$ cat config.mk
export PLATFORM = sky130hd
export DESIGN_NAME = seq_pattern_tx
export DESIGN_NICKNAME = d
export VERILOG_FILES = /design/src/rtl/seq_pattern_pkg.sv /design/src/rtl/seq_pattern_shreg.sv /design/src/rtl/seq_pattern_tx.sv
export SDC_FILE = /design/constraint.sdc
export NUM_CORES = 1
export LEC_CHECK = 0
export BUFFER_PORTS_ARGS = -buffer_cell sky130_fd_sc_hd__buf_2
export CAP_MARGIN = 40
export CORE_AREA = 2 2 55 57
export DETAILED_ROUTE_END_ITERATION = 16
export DIE_AREA = 0 0 57 59
export PLACE_DENSITY_LB_ADDON = 0.08
export SYNTH_ARGS = -nofsm -noshare
export SYNTH_HDL_FRONTEND = slang
export SYNTH_HIERARCHICAL = 1
export SYNTH_SLANG_ARGS = --single-unit
export TNS_END_PERCENT = 30
$ cat constraint.sdc
create_clock -name clk -period 4.5 [get_ports clk]
set_input_delay 0 -clock clk [delete_from_list [all_inputs] [get_ports clk]]
set_output_delay 0 -clock clk [all_outputs]
set_load 0.02 [all_outputs]
$ cat src/rtl/seq_pattern_pkg.sv
// seq_pattern_pkg: shared state encoding, default pattern and counter-width helper
package seq_pattern_pkg;

    typedef enum logic [1:0] {
        IDLE = 2'd0,
        SEND = 2'd1,
        GAP  = 2'd2,
        DONE = 2'd3
    } state_t;

    localparam logic [4:0] DEF_PAT = 5'b11101;

    // Width needed to hold 0..n-1, at least one bit.
    function automatic int cnt_w(input int n);
        return (n < 2) ? 1 : $clog2(n);
    endfunction

endpackage

$ cat src/rtl/seq_pattern_shreg.sv
// seq_pattern_shreg: W-bit parallel-load shift register, MSB out first
// Ports: clk, rst_n (async active-low), clear/load/shift controls (clear > load > shift),
//        d parallel load value, msb = current bit, nxt = bit presented after the next shift.
module seq_pattern_shreg
    import seq_pattern_pkg::*;
#(
    parameter int W = 5
) (
    input  logic         clk,
    input  logic         rst_n,
    input  logic         clear,
    input  logic         load,
    input  logic         shift,
    input  logic [W-1:0] d,
    output logic         msb,
    output logic         nxt
);

    logic [W-1:0] q;

    always_ff @(posedge clk or negedge rst_n)
        if (!rst_n)
            q <= '0;
        else
            q <= clear ? '0 : load ? d : shift ? {q[W-2:0], 1'b0} : q;

    assign msb = q[W-1];
    assign nxt = q[W-2];

endmodule

$ cat src/rtl/seq_pattern_tx.sv
// seq_pattern_tx: repeats a fixed or loaded bit pattern MSB-first on a serial line
// Ports: clk, rst_n (async active-low); start/abort requests; use_custom, pat_in, rep_cnt
//        latched at start; out_seq/out_valid serial stream; busy while not IDLE; done pulse.
module seq_pattern_tx
    import seq_pattern_pkg::*;
#(
    parameter int               PAT_W       = 5,
    parameter logic [PAT_W-1:0] DEF_PATTERN = PAT_W'(DEF_PAT),
    parameter int               GAP_CYC     = 2,
    parameter int               REP_W       = 8
) (
    input  logic             clk,
    input  logic             rst_n,
    input  logic             start,
    input  logic             abort,
    input  logic             use_custom,
    input  logic [PAT_W-1:0] pat_in,
    input  logic [REP_W-1:0] rep_cnt,
    output logic             out_seq,
    output logic             out_valid,
    output logic             busy,
    output logic             done
);

    localparam int BW = cnt_w(PAT_W);
    localparam int GW = cnt_w(GAP_CYC);

    state_t           state, state_d;
    logic [BW-1:0]    bit_idx, bit_d;
    logic [REP_W-1:0] reps_left, reps_d;
    logic [GW-1:0]    gap_cnt, gap_d;
    logic [PAT_W-1:0] pat_q, pat_d;
    logic             seq_d, valid_d, busy_d, done_d;
    logic             sh_load, sh_shift, sh_clear, sh_msb, sh_nxt;

    // The shift register MSB is always the bit currently on out_seq, so the
    // registered output for the next cycle is either its next bit or a fresh MSB.
    seq_pattern_shreg #(.W(PAT_W)) u_shreg (
        .clk   (clk),
        .rst_n (rst_n),
        .clear (sh_clear),
        .load  (sh_load),
        .shift (sh_shift),
        .d     (pat_d),
        .msb   (sh_msb),
        .nxt   (sh_nxt)
    );

    always_ff @(posedge clk or negedge rst_n)
        if (!rst_n) begin
            state     <= IDLE;
            bit_idx   <= '0;
            reps_left <= '0;
            gap_cnt   <= '0;
            pat_q     <= '0;
            out_seq   <= 1'b0;
            out_valid <= 1'b0;
            busy      <= 1'b0;
            done      <= 1'b0;
        end else begin
            state     <= state_d;
            bit_idx   <= bit_d;
            reps_left <= reps_d;
            gap_cnt   <= gap_d;
            pat_q     <= pat_d;
            out_seq   <= seq_d;
            out_valid <= valid_d;
            busy      <= busy_d;
            done      <= done_d;
        end

    always_comb begin
        state_d  = state;
        bit_d    = bit_idx;
        reps_d   = reps_left;
        gap_d    = gap_cnt;
        pat_d    = pat_q;
        seq_d    = 1'b0;
        valid_d  = 1'b0;
        busy_d   = 1'b1;
        done_d   = 1'b0;
        sh_load  = 1'b0;
        sh_shift = 1'b0;
        sh_clear = 1'b0;
        case (state)
            IDLE: begin
                busy_d = 1'b0;
                if (start) begin
                    pat_d   = use_custom ? pat_in : DEF_PATTERN;
                    sh_load = 1'b1;
                    reps_d  = (rep_cnt == '0) ? REP_W'(1) : rep_cnt;
                    bit_d   = BW'(PAT_W - 1);
                    state_d = SEND;
                    seq_d   = pat_d[PAT_W-1];
                    valid_d = 1'b1;
                    busy_d  = 1'b1;
                end
            end
            SEND: begin
                if (bit_idx != '0) begin
                    bit_d    = bit_idx - BW'(1);
                    sh_shift = 1'b1;
                    seq_d    = sh_nxt;
                    valid_d  = 1'b1;
                end else if (reps_left > REP_W'(1)) begin
                    reps_d  = reps_left - REP_W'(1);
                    sh_load = 1'b1;
                    bit_d   = BW'(PAT_W - 1);
                    if (GAP_CYC > 0) begin
                        state_d = GAP;
                        gap_d   = GW'(GAP_CYC - 1);
                    end else begin
                        seq_d   = pat_q[PAT_W-1];
                        valid_d = 1'b1;
                    end
                end else begin
                    state_d = DONE;
                    done_d  = 1'b1;
                end
            end
            GAP: begin
                if (gap_cnt == '0) begin
                    state_d = SEND;
                    seq_d   = sh_msb;
                    valid_d = 1'b1;
                end else begin
                    gap_d = gap_cnt - GW'(1);
                end
            end
            default: begin
                state_d = IDLE;
                busy_d  = 1'b0;
            end
        endcase
        // Abort overrides every transition, including the final bit and DONE.
        if (abort && state != IDLE) begin
            state_d  = IDLE;
            bit_d    = '0;
            reps_d   = '0;
            gap_d    = '0;
            seq_d    = 1'b0;
            valid_d  = 1'b0;
            busy_d   = 1'b0;
            done_d   = 1'b0;
            sh_load  = 1'b0;
            sh_shift = 1'b0;
            sh_clear = 1'b1;
        end
    end

endmodule

==> results.md <==
- Status: completed
- Distinct cell type count after synthesis: 37
- Share of cells above drive strength 1: between 15 and 20%
- Fillers: between 200 and 250
- Final Cycle Share: 67.1%
- Core footprint: 2710 um^2
- Routed WL: approximately 3.6 mm
- Clock buffer depth: 2
- Placed cells: between 200 and 250
- Syn avg cell area: ~9.7 um^2
- Post-route setup TNS: 0 ns
- DRT iter0 DRCs: 55
- Setup slack after layout: ~1.5 ns
- Seq/Total Area, Yosys: 43.3%
- Die X: about 57 um
- Cell Rows: 19
- Die area: approximately 3400 um^2
- Layout Area Growth over Synthesis: 13.9%
- Later-pin clock latency in the skew report: between 0.3 and 0.4 ns
- Max Clock Freq: 331 MHz
- Clk sinks: 28
- Place WS: between 1.5 and 2 ns
- Initial core utilization: ~60%
- CP startpoint kind: register
- Initial antenna violation count: 0
- Commonest non-fill, non-tap cell in the layout: dfrtp_1
- Routed via count: 1388
- Cells after Synth: between 150 and 200
- Most frequent cells in the layout: dfrtp_1, buf_2, nand2_1
- Port bufs: 21
- Peak supply drop: 0.542 mV
- Post-route cell area: 1840 um^2
- Hold path cells: 3
- Worst EP required: ~4.8 ns
- Setup violators final: 0
- RD Place Congestion: 0.924
- Synth Cell Area: about 1600 um^2
- P per Cell Area: 721 nW/um^2
- Max FO, Critical Path: 14
- Fin. max-slew vios: 0
- CTS buffer count: 3
- Vias per std cell: about 6.2
- Endpoint class of the critical path: register
- Clk slew on worst S/H paths: between 0.15 and 0.2 ns
- Syn nets: between 150 and 200
- CTS Root Cell: clkbuf_4
- Min Tclk post-route: between 3 and 4 ns
- Wirelength per Cell: 16.3 um
- Worst-Margin Slew: between 0.6 and 0.7 ns
- Reg2reg path depth: 8
- Rel. slew slack: between 50% and 60%
- RSZ-0062 raised after global routing: no
- Ys async rst share: between 90% and 100%
- Largest net degree at the start of global routing: 29
- R2r setup slk: between 1 and 1.5 ns
- Clock skew: 0.00865 ns
- Total global routing overflow: 0
- Cell Area, Placed: 1720 um^2
- Area used by multi-input combinational logic: 835 um^2
- IO Pins: 22
- TritonCTS clock tree: built
- First-pass GRT wire length: around 6.3 mm
- Overall power: 1.33 mW
- Core Util, Final: between 60% and 70%
- # nets final: 217
- Pleak: a little over 0.8 nW
- Register area: between 700 and 800 um^2
- Number of diodes: 0
- Final cell count without fillers: approximately 220
- Max-cap violation count: 0
- Yosys Warn Count: 6
- Post-synth top flop: dfrtp_1
- Number of global-route vias before repair: roughly 1.4k
- Final Hold Viols: 0
- DR DRC count: 0
- CTS HTree Levels: 1
- Post-synth EDFFs: 0
- Synth Register Bits: 28
- Drt first pass iters: 4
- Antenna-violating nets left: 0
- Worst Hold Class: in -> reg
- Post-cts sizing count: 0
- Vert. Die Dim: ~59 um
- Worst setup path class: reg -> reg
- All-layer global routing usage: 24.2%
- Detailed placement HPWL: about 2.7 mm
- Arrival time of the worst setup path: 3.26 ns
- Hold WS: between 0.005 and 0.006 ns
[layer usage]
layer	vias to the layer above	track usage [%]	share of wire, %
li1	671	-	-
met1	655	34.5	48
met2	53	37.8	45
met3	9	2.40	5.0
met4	0	11.0	2.0
met5	-	0	0
[cells by family after synthesis]
logic type      Yosys count  synth area share [%]
compound gates           49                  21.8
flops                    28                  43.3
buf+inv                  18                  5.10
simple gates             56                  18.9
mux                      10                  6.19
fa+ha+maj                 6                  4.64
[cell usage after synthesis (all sizes together), types with 6 or more instances]
cell type  number  share of area [%]
a21oi          10                3.1
dfrtp          28                 43
o21ai           8                2.5
mux2i          10                6.2
inv            11                2.6
nor4            6                2.3
nand2          13                3.0
nor2            6                1.4
ha              6                4.6
o211ai         11                5.1
nor3            9                3.1
nor2b           8                3.1
[worst paths after layout]
check                            from           end
hold / removal             rep_cnt[6]  reps_left[6]
max in group asynchronous       rst_n    bit_idx[0]
hold reg to reg              pat_q[4]      pat_q[4]
min in group asynchronous       rst_n  reps_left[5]
setup / recovery             state[1]  u_shreg/q[4]
setup reg to reg             state[1]  u_shreg/q[4]
[timing repair]
item / in CTS / in global routing
endpoints found under the hold margin: 34 / 0
setup buffers: 0 / 0
endpoints found under the setup margin: 0 / 0
hold buffers: 7 / 0
[power by group]
group	switching, mW	internal [mW]
clock network	0.0785	0.0901
registers	0.0990	0.367
logic	0.422	0.273
total	0.600	0.730
[flip-flops by register name (all words and copies together), names as in the netlist]
signal	flops
state	2
out_seq	1
bit_idx	3
u_shreg/q	5
busy	1
reps_left	8
gap_cnt	1
out_valid	1
pat_q	5
done	1
[layout make-up]
type                    count  area share (%)
multi-input cells         121            45.3
flip-flops and latches     28            38.0
repair buffers             28            9.50
inverters                  11            2.24
well taps                  31            2.10
clock inverters             1            1.63
clock buffers               3            1.22
[critical path, stage by stage (launching register included)]
cell and delay [ns]:
dfrtp_1 0.43, inv_1 0.11, ha_1 0.51, inv_1 0.31
nor2_1 0.56, inv_1 0.15, o21ai_0 0.44, inv_1 0.17
a211oi_1 0.25
Power figures use the tool's default switching activity.
